### src/rtl/vx_barrier_ctrl_pkg.sv
// vx_barrier_ctrl_pkg: shared sizes and request/release record types for the barrier controller
package vx_barrier_ctrl_pkg;
    localparam int NUM_WARPS    = 4;
    localparam int NUM_BARRIERS = 4;
    localparam int REL_DEPTH    = 2;
    localparam int NW_BITS      = (NUM_WARPS > 1) ? $clog2(NUM_WARPS) : 1;
    localparam int NB_BITS      = (NUM_BARRIERS > 1) ? $clog2(NUM_BARRIERS) : 1;

    typedef struct packed {
        logic               valid;
        logic [NB_BITS-1:0] id;
        logic [NW_BITS-1:0] size_m1;
        logic [NW_BITS-1:0] wid;
        logic               wait_en;
    } gpu_barrier_req_t;

    typedef struct packed {
        logic [NB_BITS-1:0]   id;
        logic [NUM_WARPS-1:0] wmask;
    } gpu_barrier_rel_t;

    localparam int GPU_BARRIER_REQ_BITS = $bits(gpu_barrier_req_t);
    localparam int GPU_BARRIER_REL_BITS = $bits(gpu_barrier_rel_t);
endpackage

### src/rtl/vx_barrier_rel_queue.sv
// vx_barrier_rel_queue: small valid/ready FIFO holding completed barrier releases
import vx_barrier_ctrl_pkg::*;

module vx_barrier_rel_queue #(
    parameter int DEPTH = 2
) (
    input  logic             clk,
    input  logic             reset,
    input  logic             push_valid,
    output logic             push_ready,
    input  gpu_barrier_rel_t push_data,
    output logic             pop_valid,
    input  logic             pop_ready,
    output gpu_barrier_rel_t pop_data
);
    localparam int PW = (DEPTH > 1) ? $clog2(DEPTH) : 1;
    localparam int CW = $clog2(DEPTH + 1);

    gpu_barrier_rel_t mem [DEPTH];
    logic [PW-1:0]    wr_ptr, rd_ptr;
    logic [CW-1:0]    count;
    logic             do_push, do_pop;

    assign push_ready = count != CW'(DEPTH);
    assign pop_valid  = count != '0;
    assign pop_data   = mem[rd_ptr];
    assign do_push    = push_valid && push_ready;
    assign do_pop     = pop_valid && pop_ready;

    // storage, wrapping pointers and occupancy; a full queue refuses pushes even while popping
    always_ff @(posedge clk or negedge reset) begin
        if (!reset) begin
            for (int i = 0; i < DEPTH; i++) mem[i] <= '0;
            wr_ptr <= '0;
            rd_ptr <= '0;
            count  <= '0;
        end else begin
            if (do_push) begin
                mem[wr_ptr] <= push_data;
                wr_ptr      <= (wr_ptr == PW'(DEPTH - 1)) ? '0 : wr_ptr + PW'(1);
            end
            if (do_pop) rd_ptr <= (rd_ptr == PW'(DEPTH - 1)) ? '0 : rd_ptr + PW'(1);
            count <= count + CW'(do_push) - CW'(do_pop);
        end
    end
endmodule

### src/rtl/vx_barrier_ctrl.sv
// vx_barrier_ctrl: multi-slot warp barrier with arrive-only mode, buffered releases and sticky error
import vx_barrier_ctrl_pkg::*;

module vx_barrier_ctrl #(
    parameter int REL_DEPTH_P = REL_DEPTH
) (
    input  logic                    clk,
    input  logic                    reset,
    input  logic                    req_valid,
    output logic                    req_ready,
    input  logic [NB_BITS-1:0]      req_id,
    input  logic [NW_BITS-1:0]      req_size_m1,
    input  logic [NW_BITS-1:0]      req_wid,
    input  logic                    req_wait,
    output logic                    rel_valid,
    input  logic                    rel_ready,
    output logic [NB_BITS-1:0]      rel_id,
    output logic [NUM_WARPS-1:0]    rel_wmask,
    output logic [NUM_WARPS-1:0]    stalled_wmask,
    output logic [NUM_BARRIERS-1:0] bar_active,
    output logic                    err
);
    gpu_barrier_req_t      req;
    gpu_barrier_rel_t      push_rel, pop_rel;
    logic                  q_ready, push_valid, fire, pop;
    logic                  cur_act, dup, done, mismatch;
    logic [NUM_BARRIERS-1:0] active;
    logic [NW_BITS-1:0]    cnt    [NUM_BARRIERS];
    logic [NW_BITS-1:0]    size_q [NUM_BARRIERS];
    logic [NUM_WARPS-1:0]  wmask  [NUM_BARRIERS];
    logic [NW_BITS-1:0]    cur_cnt, cur_size;
    logic [NUM_WARPS-1:0]  wbit, new_mask;

    assign req        = '{valid: req_valid, id: req_id, size_m1: req_size_m1, wid: req_wid, wait_en: req_wait};
    assign req_ready  = reset && q_ready;
    assign fire       = req.valid && req_ready;
    assign pop        = rel_valid && rel_ready;
    assign cur_act    = active[req.id];
    assign cur_cnt    = cur_act ? cnt[req.id] : '0;
    assign cur_size   = cur_act ? size_q[req.id] : req.size_m1;
    assign wbit       = req.wait_en ? (NUM_WARPS'(1) << req.wid) : '0;
    assign dup        = cur_act && |(wmask[req.id] & wbit);
    assign mismatch   = cur_act && (req.size_m1 != size_q[req.id]);
    assign new_mask   = (cur_act ? wmask[req.id] : '0) | wbit;
    assign done       = fire && !dup && (cur_cnt == cur_size);
    assign push_valid = done && |new_mask;
    assign push_rel   = '{id: req.id, wmask: new_mask};
    assign rel_id     = pop_rel.id;
    assign rel_wmask  = pop_rel.wmask;
    assign bar_active = active;

    // slot bookkeeping: count arrivals, latch size on first one, clear the slot on completion
    always_ff @(posedge clk or negedge reset) begin
        if (!reset) begin
            active <= '0;
            for (int i = 0; i < NUM_BARRIERS; i++) begin
                cnt[i]    <= '0;
                size_q[i] <= '0;
                wmask[i]  <= '0;
            end
        end else if (fire && !dup) begin
            active[req.id] <= !done;
            cnt[req.id]    <= done ? '0 : cur_cnt + NW_BITS'(1);
            wmask[req.id]  <= done ? '0 : new_mask;
            if (!cur_act) size_q[req.id] <= req.size_m1;
        end
    end

    // stall tracking (a new wait beats a same-edge release) and the sticky error flag
    always_ff @(posedge clk or negedge reset) begin
        if (!reset) begin
            stalled_wmask <= '0;
            err           <= 1'b0;
        end else begin
            stalled_wmask <= (stalled_wmask & ~(pop ? rel_wmask : '0)) | ((fire && !dup) ? wbit : '0);
            if (fire && (dup || mismatch)) err <= 1'b1;
        end
    end

    vx_barrier_rel_queue #(.DEPTH(REL_DEPTH_P)) u_rel_queue (
        .clk       (clk),
        .reset     (reset),
        .push_valid(push_valid),
        .push_ready(q_ready),
        .push_data (push_rel),
        .pop_valid (rel_valid),
        .pop_ready (rel_ready),
        .pop_data  (pop_rel)
    );
endmodule

### config.mk
export PLATFORM = sky130hd
export DESIGN_NAME = vx_barrier_ctrl
export DESIGN_NICKNAME = d
export VERILOG_FILES = /design/src/rtl/vx_barrier_ctrl_pkg.sv /design/src/rtl/vx_barrier_rel_queue.sv /design/src/rtl/vx_barrier_ctrl.sv
export SDC_FILE = /design/constraint.sdc
export NUM_CORES = 1
export LEC_CHECK = 0
export ABC_CLOCK_PERIOD_IN_PS = 3100
export CELL_PAD_IN_SITES_DETAIL_PLACEMENT = 1
export CELL_PAD_IN_SITES_GLOBAL_PLACEMENT = 2
export CORE_MARGIN = 1
export CORE_UTILIZATION = 40
export DETAILED_ROUTE_END_ITERATION = 8
export GPL_TIMING_DRIVEN = 0
export PLACE_DENSITY_LB_ADDON = 0.05
export SYNTH_ARGS = -nofsm -noshare
export SYNTH_HDL_FRONTEND = slang
export SYNTH_SLANG_ARGS = --single-unit
### constraint.sdc
create_clock -name clk -period 3.1 [get_ports clk]
set_input_delay 0.31 -clock clk [delete_from_list [all_inputs] [get_ports clk]]
set_output_delay 0.31 -clock clk [all_outputs]
set_load 0.1 [all_outputs]
==> results.txt <==
Dpl cells: 327
Power per standard cell area: 1100 nW/µm²
N_diodes: 0
TritonCTS clock tree: done
Die W: 87.0 µm
RSZ-0062 raised after global routing: no
Postcts setup bufs: 0
Post-CTS resize count: 0
Post-synth top flop: dfrtp_1
Synth top area share: 49.4%
I/O Buffers: 25
Initial Util: 42.0%
Finished Layout Cells: 343
Detailed Routing Iterations Pass 1: 4
Root Driver: clkbuf_8
FMAX: 0.362 GHz
Cell Area, Synth: 2890 µm²
Clock Power Share: 17.8%
CP startpoint: wmask[8]
Max-cap viol count: 0
Switching power: 1730 µW
Clock period minus worst slack: 2770 ps
Hold Crit Class: in2async
Via/cell ratio: 5.24
Worst setup path category: reg2reg
Fraction of registers with async set/reset: 100%
Setup-failing EPs final: 0
Worst Setup End Kind: register
CP Launch Type: register
Commonest non-fill, non-tap cell in the layout: dfrtp_1
Pins over their slew limit: 0
Final Cell Area: 3470 µm²
Netlist cell types: 41
Die ar.: 7560 µm²
Syn Area/Cell: 14.1 µm²
Final Hold Fails: 0
Final HPWL DP: 4.86 mm
Overall global routing resource usage: 19.9%
Post-synth net total: 218
Iteration-0 DRC Markers: 69
Peak VDD IR: 0.000832 V
Routed Antenna Nets: 0
Largest area contributor in the synthesized netlist: dfrtp_1
Crit path arrival time: 2970 ps
CTS Buf Count: 9
Actual slew at the worst max-slew pin: 985 ps
Vias in the first global route: 2,060
Nets: 255
Synth top area cells: dfrtp_1, mux2_2, mux4_1
Dpl cell area: 3270 µm²
Sequential Power Share: 31.7%
Reg2reg end: u_rel_queue.mem[0]
H-tree depth: 3
Final Cycle Share: 89.2%
Worst R2R Path Depth: 6
Cells after Synth: 205
First-pass GRT wire length: 11.0 mm
Clk buf depth: 2
Worst rel slew slack: 34.1%
Yosys reg bits: 57
CTS Hold Buffers Added: 0
WL/cell: 19.1 µm
Crit Path Max Fanout: 9
Area grow syn2layout: 20.1%
Placeable Area: 6870 µm²
IO Count: 28
Residual DRC count: 0
Static Leak: 0.00154 µW
Worst R2R Start: wmask[8]
CTS sink cnt: 57
Total gr overflow: 0
Most frequent cells in the layout: dfrtp_1, mux2_2, clkdlybuf4s50_1
Reg2reg setup slack: 330 ps
Clock Latency Late Sink: 330 ps
GPL Wtd Cong: 0.732
Die H: 87.0 µm
Sw Share: 45.3%
Worst Hold Margin: 19.9 ps
FP Rows: 30
Share of cells above drive strength 1: 35.6%
Status: finished clean
Largest net degree at the start of global routing: 31
Cell-internal power: 2090 µW
Clock-pin slew on the worst setup and hold paths: 70 ps
EDFF count, synth: 0
Antenna violations before repair: 0
Req. time, crit path: 3310 ps
Warnings, synthesis: 0
Final wirelength: 6.56 mm
Logic pwr share: 50.5%
Clock Skew: 10.3 ps
Register area share after synthesis: 49.4%
Routed vias: 1,796
-- metal layers --
layer | track usage, % | part of all wire [%]
met4 | 6.36 | 1.2
met3 | 5.97 | 3.1
met1 | 24.6 | 45
met5 | 0 | 0
met2 | 33.5 | 51
-- power groups by stage --
stage / Sequential [µW] / Combinational, µW / Clock (µW)
2_1_floorplan: 1570 / 1110 / 0
3_3_place_gp: 1190 / 1880 / 0
5_1_grt: 1250 / 2040 / 731
3_5_place_dp: 1220 / 1940 / 0
6_report: 1210 / 1930 / 680
4_1_cts: 1210 / 1950 / 700
-- critical path, cell delays in order (launching register included) --
cell and delay (ps):
dfrtp_1 380, mux4_1 540, a22oi_1 200, nand2_1 180
o31ai_4 510, nand4_1 430, mux2_2 400
-- flip-flops by register name, summed over array words and instances, names as in the netlist --
name	cells
bar_active	4
cnt	8
err	1
size_q	8
stalled_wmask	4
u_rel_queue.count	2
u_rel_queue.mem	12
u_rel_queue.rd_ptr	1
u_rel_queue.wr_ptr	1
wmask	16
-- cells in the mapped netlist, types with 2 or more instances --
cell and n:
nor3_1 3, nor2_1 3, mux4_2 2, dfrtp_1 57
nand3b_1 3, xnor2_1 5, o2bb2ai_1 4, buf_4 2
ha_1 2, buf_6 4, nand2_1 19, xor2_1 4
mux2_2 48, inv_1 4, a21oi_1 5, nand3_1 3
nor3b_4 2, mux2_4 6, mux4_1 7
-- kinds of logic (layout without fill, tap and decap cells) --
family | after synthesis | in the layout | synth area share, %
compound gates | 15 | 15 | 4.12
xor+xnor | 9 | 9 | 2.73
fa+ha+maj | 2 | 2 | 0.866
buf+inv | 12 | 54 | 3.42
flops | 57 | 57 | 49.4
mux | 63 | 63 | 29.8
simple gates | 47 | 47 | 9.71
-- cell type report --
| type | count | area [µm²] |
|---|---|---|
| fill | 682 | 3400 |
| sequential | 57 | 1430 |
| multi-input combinational | 136 | 1360 |
| timing repair buffer | 26 | 265 |
| clock buffer | 10 | 128 |
| tap | 96 | 120 |
| buffer | 8 | 83.8 |
| clock inverter | 6 | 67.6 |
| inverter | 4 | 15.0 |
-- worst max path at each step --
stage	to	slack, ps	depth (start not counted)
after global placement	u_rel_queue.mem[2]	-1350	6
after detailed placement	u_rel_queue.mem[4]	30	8
after CTS	u_rel_queue.mem[4]	260	6
after floorplan	u_rel_queue.count[1]	150	9
after global routing	u_rel_queue.mem[0]	150	6
final	u_rel_queue.mem[0]	330	6
-- metrics by stage --
step	total power, µW	util [%]	worst slack, ps	TNS, ps
final	3820	50.5	334	0
after global routing	4020	50.5	151	0
after CTS	3860	50.5	264	0
after detailed placement	3160	47.7	25.2	0
after global placement	3070	47.4	-1350	-63790
after floorplan	2690	-	152	0
(Power assumes the default switching activity.)
